--- src/rtl/window_addr_sequencer.sv ---
// Purpose: SRAM read-address generator for a TAPS-row vertical window sweep over a raster image.
// Latency: first address one cycle after an accepted start; one address per cycle; tags RAM_LAT cycles after each handshake.
// Backpressure: rd_addr/rd_tap/rd_last hold while rd_valid && !rd_ready; the tag pipeline never stalls.
// Ports: clk/reset (sync, active-high); start/busy/done frame control;
//        rd_addr/rd_valid/rd_ready/rd_tap/rd_last address stream;
//        tag_valid/tag_tap/tag_pix_end/tag_last aligned with SRAM read data.
module window_addr_sequencer #(
    parameter int ADDR_W    = 20,
    parameter int IMG_W     = 256,
    parameter int IMG_H     = 256,
    parameter int TAPS      = 5,
    parameter int BASE_ADDR = 0,
    parameter int RAM_LAT   = 1,
    localparam int TAP_W    = (TAPS > 1) ? $clog2(TAPS) : 1
) (
    input  logic              clk,
    input  logic              reset,
    input  logic              start,
    output logic              busy,
    output logic              done,
    output logic [ADDR_W-1:0] rd_addr,
    output logic              rd_valid,
    input  logic              rd_ready,
    output logic [TAP_W-1:0]  rd_tap,
    output logic              rd_last,
    output logic              tag_valid,
    output logic [TAP_W-1:0]  tag_tap,
    output logic              tag_pix_end,
    output logic              tag_last
);

    localparam int RW = (IMG_H > 1) ? $clog2(IMG_H) : 1;
    localparam int CW = (IMG_W > 1) ? $clog2(IMG_W) : 1;
    localparam logic [ADDR_W-1:0] STRIDE = ADDR_W'(IMG_W);
    // Newest row of the first window: BASE + (TAPS-1) rows.
    localparam logic [ADDR_W-1:0] FIRST_ADDR =
        ADDR_W'(longint'(BASE_ADDR) + longint'(TAPS - 1) * longint'(IMG_W));
    // Degenerate frame that consists of a single address.
    localparam bit FIRST_LAST = (IMG_H == 1) && (IMG_W == 1) && (TAPS == 1);

    typedef enum logic [1:0] {IDLE, RUN, DONE} state_t;
    state_t state;

    logic [ADDR_W-1:0] centre;
    logic [RW-1:0]     r, r_nxt;
    logic [CW-1:0]     c, c_nxt;
    logic [TAP_W-1:0]  k, k_nxt;
    logic              k_end, c_end, last_nxt, hs;

    assign hs     = rd_valid && rd_ready;
    assign rd_tap = k;

    // Counter values after the current handshake; rd_last is registered
    // from these so it lines up with the address it marks.
    always_comb begin
        k_end = (k == TAP_W'(TAPS - 1));
        c_end = (c == CW'(IMG_W - 1));
        k_nxt = k;
        c_nxt = c;
        r_nxt = r;
        if (k_end) begin
            k_nxt = '0;
            if (c_end) begin
                c_nxt = '0;
                r_nxt = r + RW'(1);
            end else begin
                c_nxt = c + CW'(1);
            end
        end else begin
            k_nxt = k + TAP_W'(1);
        end
        last_nxt = (r_nxt == RW'(IMG_H - 1)) && (c_nxt == CW'(IMG_W - 1)) &&
                   (k_nxt == TAP_W'(TAPS - 1));
    end

    always_ff @(posedge clk) begin
        if (reset) begin
            state    <= IDLE;
            busy     <= 1'b0;
            done     <= 1'b0;
            rd_valid <= 1'b0;
            rd_addr  <= '0;
            rd_last  <= 1'b0;
            centre   <= '0;
            r        <= '0;
            c        <= '0;
            k        <= '0;
        end else begin
            done <= 1'b0;
            case (state)
                IDLE: begin
                    if (start) begin
                        state    <= RUN;
                        busy     <= 1'b1;
                        rd_valid <= 1'b1;
                        centre   <= FIRST_ADDR;
                        rd_addr  <= FIRST_ADDR;
                        rd_last  <= FIRST_LAST;
                        r        <= RW'(TAPS - 1);
                        c        <= '0;
                        k        <= '0;
                    end
                end
                RUN: begin
                    if (hs) begin
                        if (rd_last) begin
                            state    <= DONE;
                            busy     <= 1'b0;
                            rd_valid <= 1'b0;
                            rd_last  <= 1'b0;
                            done     <= 1'b1;
                            k        <= '0;
                        end else begin
                            k       <= k_nxt;
                            c       <= c_nxt;
                            r       <= r_nxt;
                            rd_last <= last_nxt;
                            // The raster is contiguous, so moving to the next
                            // pixel (even across a row) is always centre+1.
                            if (k_end) begin
                                centre  <= centre + ADDR_W'(1);
                                rd_addr <= centre + ADDR_W'(1);
                            end else begin
                                rd_addr <= rd_addr - STRIDE;
                            end
                        end
                    end
                end
                DONE:    state <= IDLE;
                default: state <= IDLE;
            endcase
        end
    end

    // Tag shift register: free-running so tags stay aligned with SRAM q
    // regardless of consumer stalls. Fields are zeroed on empty slots.
    logic             tv  [RAM_LAT];
    logic [TAP_W-1:0] tt  [RAM_LAT];
    logic             tpe [RAM_LAT];
    logic             tl  [RAM_LAT];

    always_ff @(posedge clk) begin
        if (reset) begin
            for (int i = 0; i < RAM_LAT; i++) begin
                tv[i]  <= 1'b0;
                tt[i]  <= '0;
                tpe[i] <= 1'b0;
                tl[i]  <= 1'b0;
            end
        end else begin
            tv[0]  <= hs;
            tt[0]  <= hs ? k : '0;
            tpe[0] <= hs && k_end;
            tl[0]  <= hs && rd_last;
            for (int i = 1; i < RAM_LAT; i++) begin
                tv[i]  <= tv[i-1];
                tt[i]  <= tt[i-1];
                tpe[i] <= tpe[i-1];
                tl[i]  <= tl[i-1];
            end
        end
    end

    assign tag_valid   = tv[RAM_LAT-1];
    assign tag_tap     = tt[RAM_LAT-1];
    assign tag_pix_end = tpe[RAM_LAT-1];
    assign tag_last    = tl[RAM_LAT-1];

endmodule

--- config.mk ---
export PLATFORM = sky130hd
export DESIGN_NAME = window_addr_sequencer
export DESIGN_NICKNAME = d
export VERILOG_FILES = /design/src/rtl/window_addr_sequencer.sv
export SDC_FILE = /design/constraint.sdc
export NUM_CORES = 1
export LEC_CHECK = 0
export CORE_MARGIN = 2
export CORE_UTILIZATION = 35
export CTS_BUF_LIST = sky130_fd_sc_hd__clkbuf_4
export DETAILED_ROUTE_END_ITERATION = 12
export PLACE_DENSITY = 0.52
export SETUP_SLACK_MARGIN = 0.05
export SLEW_MARGIN = 40
export SYNTH_ARGS = -nofsm -noshare
export SYNTH_HDL_FRONTEND = slang
export SYNTH_SLANG_ARGS = --single-unit
--- constraint.sdc ---
create_clock -name clk -period 2.15 [get_ports clk]
set_input_delay 0.215 -clock clk [delete_from_list [all_inputs] [get_ports clk]]
set_output_delay 0.215 -clock clk [all_outputs]
set_load 0.03 [all_outputs]
Word level (Yosys, flattened, before mapping)
Memory sizes are Yosys's and may differ from the RTL's.
Index checks and enable logic that the tools add are counted.
W data, S select, Z words.
{"block": "totals", "register_bits": 64, "ram_bits": 6, "inputBits": 4, "memories": 4}
{"block": "op_classes", "add_sub_neg": 5, "n_eq_ne": 11, "n_mux": 51, "bitwise_logic": 2, "reduce_logical": 17}
{"name": "tt", "words": 1, "word_bits": 3, "read_ports": 1, "rd_ports_with_merged_regs": 0, "write_ports": 1, "line": "138", "source": "logic [TAP_W-1:0] tt [RAM_LAT];"}
{"name": "tl", "words": 1, "word_bits": 1, "read_ports": 1, "rd_ports_with_merged_regs": 0, "write_ports": 1, "line": "140", "source": "logic tl [RAM_LAT];"}
{"name": "tpe", "words": 1, "word_bits": 1, "read_ports": 1, "rd_ports_with_merged_regs": 0, "write_ports": 1, "line": "139", "source": "logic tpe [RAM_LAT];"}
{"name": "tv", "words": 1, "word_bits": 1, "read_ports": 1, "rd_ports_with_merged_regs": 0, "write_ports": 1, "line": "137", "source": "logic tv [RAM_LAT];"}
{"op": "$mux W20", "count": 7}
{"op": "$mux W8", "count": 10}
{"op": "$pmux W20 S2", "count": 2}
{"op": "$pmux W8 S2", "count": 2}
{"op": "$eq A8 B8 Y1 const B", "count": 3}
{"op": "$add A20 B1 Y20 const B", "count": 1}
{"op": "$sub A20 B9 Y20 const B", "count": 1}
{"op": "$mux W3", "count": 6}
{"op": "$mux W1", "count": 17}
{"op": "$add A8 B1 Y8 const B", "count": 2}
{"op": "$ne A2 B2 Y1 const B", "count": 5}
{"op": "$reduce_and A4 Y1", "count": 2}
{"op": "$eq A3 B3 Y1 const B", "count": 2}
{"op": "$mux W2", "count": 3}
{"op": "$pmux W3 S2", "count": 1}
{"op": "$reduce_and A3 Y1", "count": 2}
{"op": "$reduce_or A3 Y1", "count": 2}
{"op": "$logic_and A1 B1 Y1", "count": 5}
{"op": "$reduce_and A5 Y1", "count": 1}
{"op": "$pmux W1 S2", "count": 2}
{"op": "$pmux W2 S2", "count": 1}
{"op": "$add A3 B1 Y3 const B", "count": 1}
{"op": "$reduce_or A1 Y1", "count": 3}
{"op": "$eq A2 B1 Y1 const B", "count": 1}
{"op": "other kinds (3)", "count": 4}

Depth between registers and ports, before layout
{"block": "depth", "ltp_word": 9, "depth_mapped": 10, "ltp_nobuf": 7}

Worst setup path after synthesis
Ideal clock, no wire load.
{"block": "synth_path", "path_kind": "register to register", "from": "reg k[0] (netlist: rd_tap[0])", "to": "reg rd_last", "t_arrival_ns": 2.154, "setup_slack_ns": -0.066, "stages_incl_launch_ff": 10, "synth_period_minus_slack_ns": 2.216, "cell_sequence": "dfxtp_1 > inv_1 > ha_1 > buf_2 > and2_1 > clkbuf_1 > o41ai_1 > o2111ai_1 > nor4b_1 > a32o_1"}
{"block": "synth_via", "elab_chain_cells": 8, "elab_cells_between_ends": 13, "classes_between": "add/sub (1); eq/ne (4); mux (6); reduce/logical (2)"}
{"item": "start: declaration", "line": "47", "source": "logic [TAP_W-1:0] k, k_nxt;"}
{"item": "start signal: assignment", "line": "114", "source": "k <= k_nxt;"}
{"item": "parallel branches: the longest is 4 deep, another holds $add A3 B1 Y3"}
{"item": "$logic_and A1 B1 Y1 *", "line": "72", "source": "last_nxt = (r_nxt == RW'(IMG_H - 1)) && (c_nxt == CW'(IMG_W - 1)) &&"}
{"item": "$mux W1 *", "line": "106", "source": "if (rd_last) begin"}
{"item": "$mux W1 *", "line": "105", "source": "if (hs) begin"}
{"item": "$pmux W1 S2 *", "line": "90", "source": "case (state)"}
{"item": "end signal: assignment", "line": "117", "source": "rd_last <= last_nxt;"}
{"item": "end: declaration", "line": "25", "source": "output logic rd_last,"}
Every way passes the cells marked *. The select of a mux whose other input is x is not followed.
A chain may end at the register's enable or synchronous reset.

Worst setup path in the final report
{"block": "layout_path", "from": "reg centre[0]", "to": "reg rd_addr[8]"}
{"block": "layout_via", "elab_chain_cells": 5}
{"item": "start: declaration", "line": "44", "source": "logic [ADDR_W-1:0] centre;"}
{"item": "start signal: assignment", "line": "121", "source": "centre <= centre + ADDR_W'(1);"}
{"item": "$add A20 B1 Y20", "line": "122", "source": "rd_addr <= centre + ADDR_W'(1);"}
{"item": "$mux W20", "line": "120", "source": "if (k_end) begin"}
{"item": "$mux W20", "line": "106"}
{"item": "$mux W20", "line": "105"}
{"item": "$pmux W20 S2", "line": "90"}
{"item": "end signal: assignment", "line": "122"}
{"item": "end signal: assignment", "line": "124", "source": "rd_addr <= rd_addr - STRIDE;"}
{"item": "end: declaration", "line": "21", "source": "output logic [ADDR_W-1:0] rd_addr,"}
No other way between the ends. The select of a mux whose other input is x is not followed.

==> metrics.md <==
| Metric | Value |
|---|---|
| CTS tree | `built` |
| Crit path largest cell delay | `0.47 ns` |
| Number of input and output port buffers inserted | `36` |
| Final Power | `2.505 mW` |
| Fraction of final layout cells with drive strength greater than 1 | `0.1442` |
| Count of nets after finishing | `532` |
| Launch point of the worst reg-to-reg path | `centre[0]` |
| Busiest layer in global routing | `met2` |
| Post-detailed-placement half-perimeter wirelength | `7265 um` |
| Length in cells of the worst reg-to-reg path | `6` |
| Status | `finished, final reports clean` |
| Count of maximum capacitance violations | `0` |
| Commonest non-fill, non-tap cell in the layout | `sky130_fd_sc_hd__dfxtp_1` |
| Worst reg2reg path endpoint | `rd_addr[8]` |
| Sinks on the clock net | `70` |
| DRC violations left | `0` |
| Total length of routed wires | `10190 um` |
| Post-placement cell area | `4427 um2` |
| Clock-pin slew reported for the worst setup and hold paths after clock tree synthesis | `0.12 ns` |
| Antenna Nets Post-Route | `0` |
| Final number of max-transition violations | `0` |
| Top library cells by usage in the layout, fill and taps aside | `sky130_fd_sc_hd__dfxtp_1 (66), sky130_fd_sc_hd__nand2_1 (56), sky130_fd_sc_hd__a21oi_1 (43), sky130_fd_sc_hd__nor2_1 (36)` |
| Via count of the first global-routing pass | `3427` |
| Ports | `37` |
| Startpoint of the most critical setup path | `centre[0]` |
| GR Layer Usage met3 | `0.02736` |
| Synthesized Nets | `476` |
| Synth Warn # | `0` |
| Post-synthesis sequential area ratio | `0.3760` |
| Final worst-path cycle share | `0.9375` |
| Final hold slack | `0.1528 ns` |
| Hold Path Class | `primary input to flop` |
| RSZ-0062 raised after global routing | `yes` |
| WP buf/inv | `0` |
| First-pass GRT wire length | `17080 um` |
| First DRT Iteration DRCs | `212` |
| Top_reg_cell synth | `sky130_fd_sc_hd__dfxtp_1` |
| Post-detailed-route wirelength per cell | `15.36 um` |
| Crit start category | `flop` |
| Max Buffers Root-to-Sink | `2` |
| Number of placement rows | `37` |
| Final cell area excluding filler cells | `4633 um2` |
| Starting density of the core | `0.3610` |
| Via density per instance | `5.531` |
| TritonCTS buffer count | `9` |
| Flip-flop and latch count after synthesis | `70` |
| Syn_area_per_cell | `7.999 um2` |
| Maximum number of pins on one net before global-route repair | `25` |
| Cell-by-cell trace of the critical path | `ha_2 > nand3_1 > or3_2 > xor2_1 > nand2_1 > a32o_1` |
| Maximum fanout count along the critical path | `5` |
| Core footprint | `10320 um2` |
| Worst vdd rail ir drop | `0.2240 mV` |
| Total track usage | `0.1866` |
| Number of enable flip-flop cells after synthesis | `0` |
| Final setup violation count | `0` |
| Clk Latency, worst-skew pair | `0.42 ns` |
| Worst setup skew after layout | `0.01392 ns` |
| Power per cell area | `540.7 nW/um2` |
| Library cells used by synthesis | `59` |
| H-Tree Level Count | `3` |
| Met2 demand-to-capacity share in global routing | `0.2911` |
| Diode count | `0` |
| X dimension of the die | `107.2 um` |
| Final weighted congestion of routability-driven global placement | `0.8546` |
| Pin slew with the least headroom to its limit | `0.5113 ns` |
| Remaining Overflow, GRT | `0` |
| Critical path endpoint category | `flop` |
| Crit Path Class | `flop to flop` |
| P&R area growth vs syn | `24.30%` |
| Slowest-stage cell, CP | `sky130_fd_sc_hd__or3_2` |
| Maximum frequency from static timing analysis | `496.1 MHz` |
| TritonRoute pass-1 iters | `5` |
| Final Hold Fails | `0` |
| DIE AREA | `11490 um2` |
| Shortest period the worst path allows | `2.016 ns` |
| Leak Pwr | `1.559 nW` |
| Crit path arrival time | `2.33 ns` |
| Tightest slew margin relative to the limit | `0.6579` |
| Worst Setup EP | `rd_addr[8]` |
| Overall via count from detail_route | `3667` |
| Cell count along the critical path | `6` |
| Worst-case register-to-register setup slack | `0.13 ns` |
| Cell type group with the largest total delay on the critical path | `simple AND/OR/NAND/NOR gates` |
| Summed instance area of the synthesized netlist | `3727 um2` |
| Clock Tree Root | `sky130_fd_sc_hd__clkbuf_4` |
| Data required time of the worst path | `2.46 ns` |
| Number of antenna violations at the first check in global routing | `0` |
| Met1 track demand over resource in global routing | `0.2632` |
| Depth of the worst hold-timing path | `4` |
| Asr flop ratio synth | `0` |
| Die height | `107.2 um` |
| Fillers | `1069` |
| Synthesized netlist cell count | `466` |
==> what timing repair did <==
item / CTS / global route
endpoints found under the setup margin: 0 / 22
hold endpoints to repair: 0 / 0
setup buffers: 0 / 1
resized for setup: 0 / 11
hold buffers: 0 / 0
==> worst min-delay path, cell delays in order <==
cell	delay, ns
sky130_fd_sc_hd__buf_2	0.11
sky130_fd_sc_hd__inv_1	0.08
sky130_fd_sc_hd__o21ai_0	0.08
sky130_fd_sc_hd__a21oi_1	0.04
==> flip-flops by register name, indices dropped and copies added, names as in the netlist, 2 cells and up <==
signal,flops
c,8
centre,20
r,8
rd_addr,20
rd_tap,3
state,2
tt,3
==> through the flow <==
| stage | instances | setup WS (ns) | utilization | setup TNS (ns) |
|---|---|---|---|---|
| final | 663 | 0.1344 | 0.4488 | 0 |
| after global routing | 663 | -0.01471 | 0.4488 | -0.01471 |
| after CTS | 662 | 0.05238 | 0.4439 | 0 |
| after detailed placement | 646 | 0.09605 | 0.4288 | 0 |
| after global placement | 646 | 0.1447 | 0.4288 | 0 |
| after floorplan | 466 | 0.06292 | - | 0 |
==> worst min-delay path by stage <==
stage / startpoint / end / slack (ns)
final: reset / rd_addr[10] / 0.15
after global routing: reset / rd_addr[10] / 0.16
after CTS: reset / rd_addr[10] / 0.13
after detailed placement: rd_addr[1] / rd_addr[1] / 0.45
after global placement: rd_addr[1] / rd_addr[1] / 0.45
after floorplan: reset / tv[0] / 0.30
==> where the power goes <==
group / leakage [nW] / internal, mW / switching, mW
sequential: 0.567 / 1.31 / 0.0197
combinational: 0.911 / 0.0838 / 0.137
clock: 0.0810 / 0.464 / 0.491
==> final cells by class <==
cell class	count	area (um2)	area share
tap	136	170.2	0.03673
inverter	12	45.04	0.009722
timing repair buffer	72	641.9	0.1385
clock inverter	7	88.84	0.01917
sequential	70	1406	0.3035
multi-input combinational	357	2213	0.4777
clock buffer	9	67.56	0.01458
==> cells in the mapped netlist (3+ instances only) <==
master,n,area [um2]
sky130_fd_sc_hd__o22ai_1,4,25.02
sky130_fd_sc_hd__a311oi_1,7,61.31
sky130_fd_sc_hd__nor2_1,36,135.1
sky130_fd_sc_hd__clkbuf_1,19,71.32
sky130_fd_sc_hd__ha_1,6,75.07
sky130_fd_sc_hd__nand4b_1,4,35.03
sky130_fd_sc_hd__or4_1,5,37.54
sky130_fd_sc_hd__and3_1,5,31.28
sky130_fd_sc_hd__nand2_1,56,210.2
sky130_fd_sc_hd__a211oi_1,3,22.52
sky130_fd_sc_hd__and2_1,6,37.54
sky130_fd_sc_hd__a32o_1,4,40.04
sky130_fd_sc_hd__dfxtp_1,70,1401
sky130_fd_sc_hd__a31oi_1,4,25.02
sky130_fd_sc_hd__nor4_2,3,37.54
sky130_fd_sc_hd__a41oi_1,3,26.28
sky130_fd_sc_hd__buf_2,4,20.02
sky130_fd_sc_hd__or3_1,4,25.02
sky130_fd_sc_hd__nand3b_1,5,37.54
sky130_fd_sc_hd__nor3b_1,3,22.52
sky130_fd_sc_hd__nor4_1,3,18.77
sky130_fd_sc_hd__nor3_1,22,110.1
sky130_fd_sc_hd__a21oi_1,43,215.2
sky130_fd_sc_hd__a21o_1,3,22.52
sky130_fd_sc_hd__nand3_1,19,95.09
sky130_fd_sc_hd__nand4_1,8,50.05
sky130_fd_sc_hd__o21ai_0,35,175.2
sky130_fd_sc_hd__o211ai_1,3,22.52
sky130_fd_sc_hd__xnor2_1,13,113.9
sky130_fd_sc_hd__inv_1,12,45.04
sky130_fd_sc_hd__xor2_1,6,52.55
sky130_fd_sc_hd__a22oi_1,9,67.56
sky130_fd_sc_hd__nor2b_1,4,25.02
==> per-layer routing <==
metal	routed length (um)	part of all wire	vias up
met5	0	0	-
met1	5159	0.51	1731
met4	119	0.012	0
met3	417	0.041	11
li1	-	-	1828
met2	4489	0.44	97
==> cell families after synthesis <==
| group | Yosys count | share of synthesized area |
|---|---|---|
| AO/OA/AOI/OAI | 135 | 0.2293 |
| XOR/XNOR | 19 | 0.04465 |
| adder cells (fa/ha/maj) | 6 | 0.02014 |
| buffers and inverters | 39 | 0.04364 |
| flip-flops | 70 | 0.3760 |
| multiplexers | 1 | 0.002686 |
| AND/OR/NAND/NOR | 196 | 0.2837 |
No activity file was read; power rests on OpenSTA's default activity.
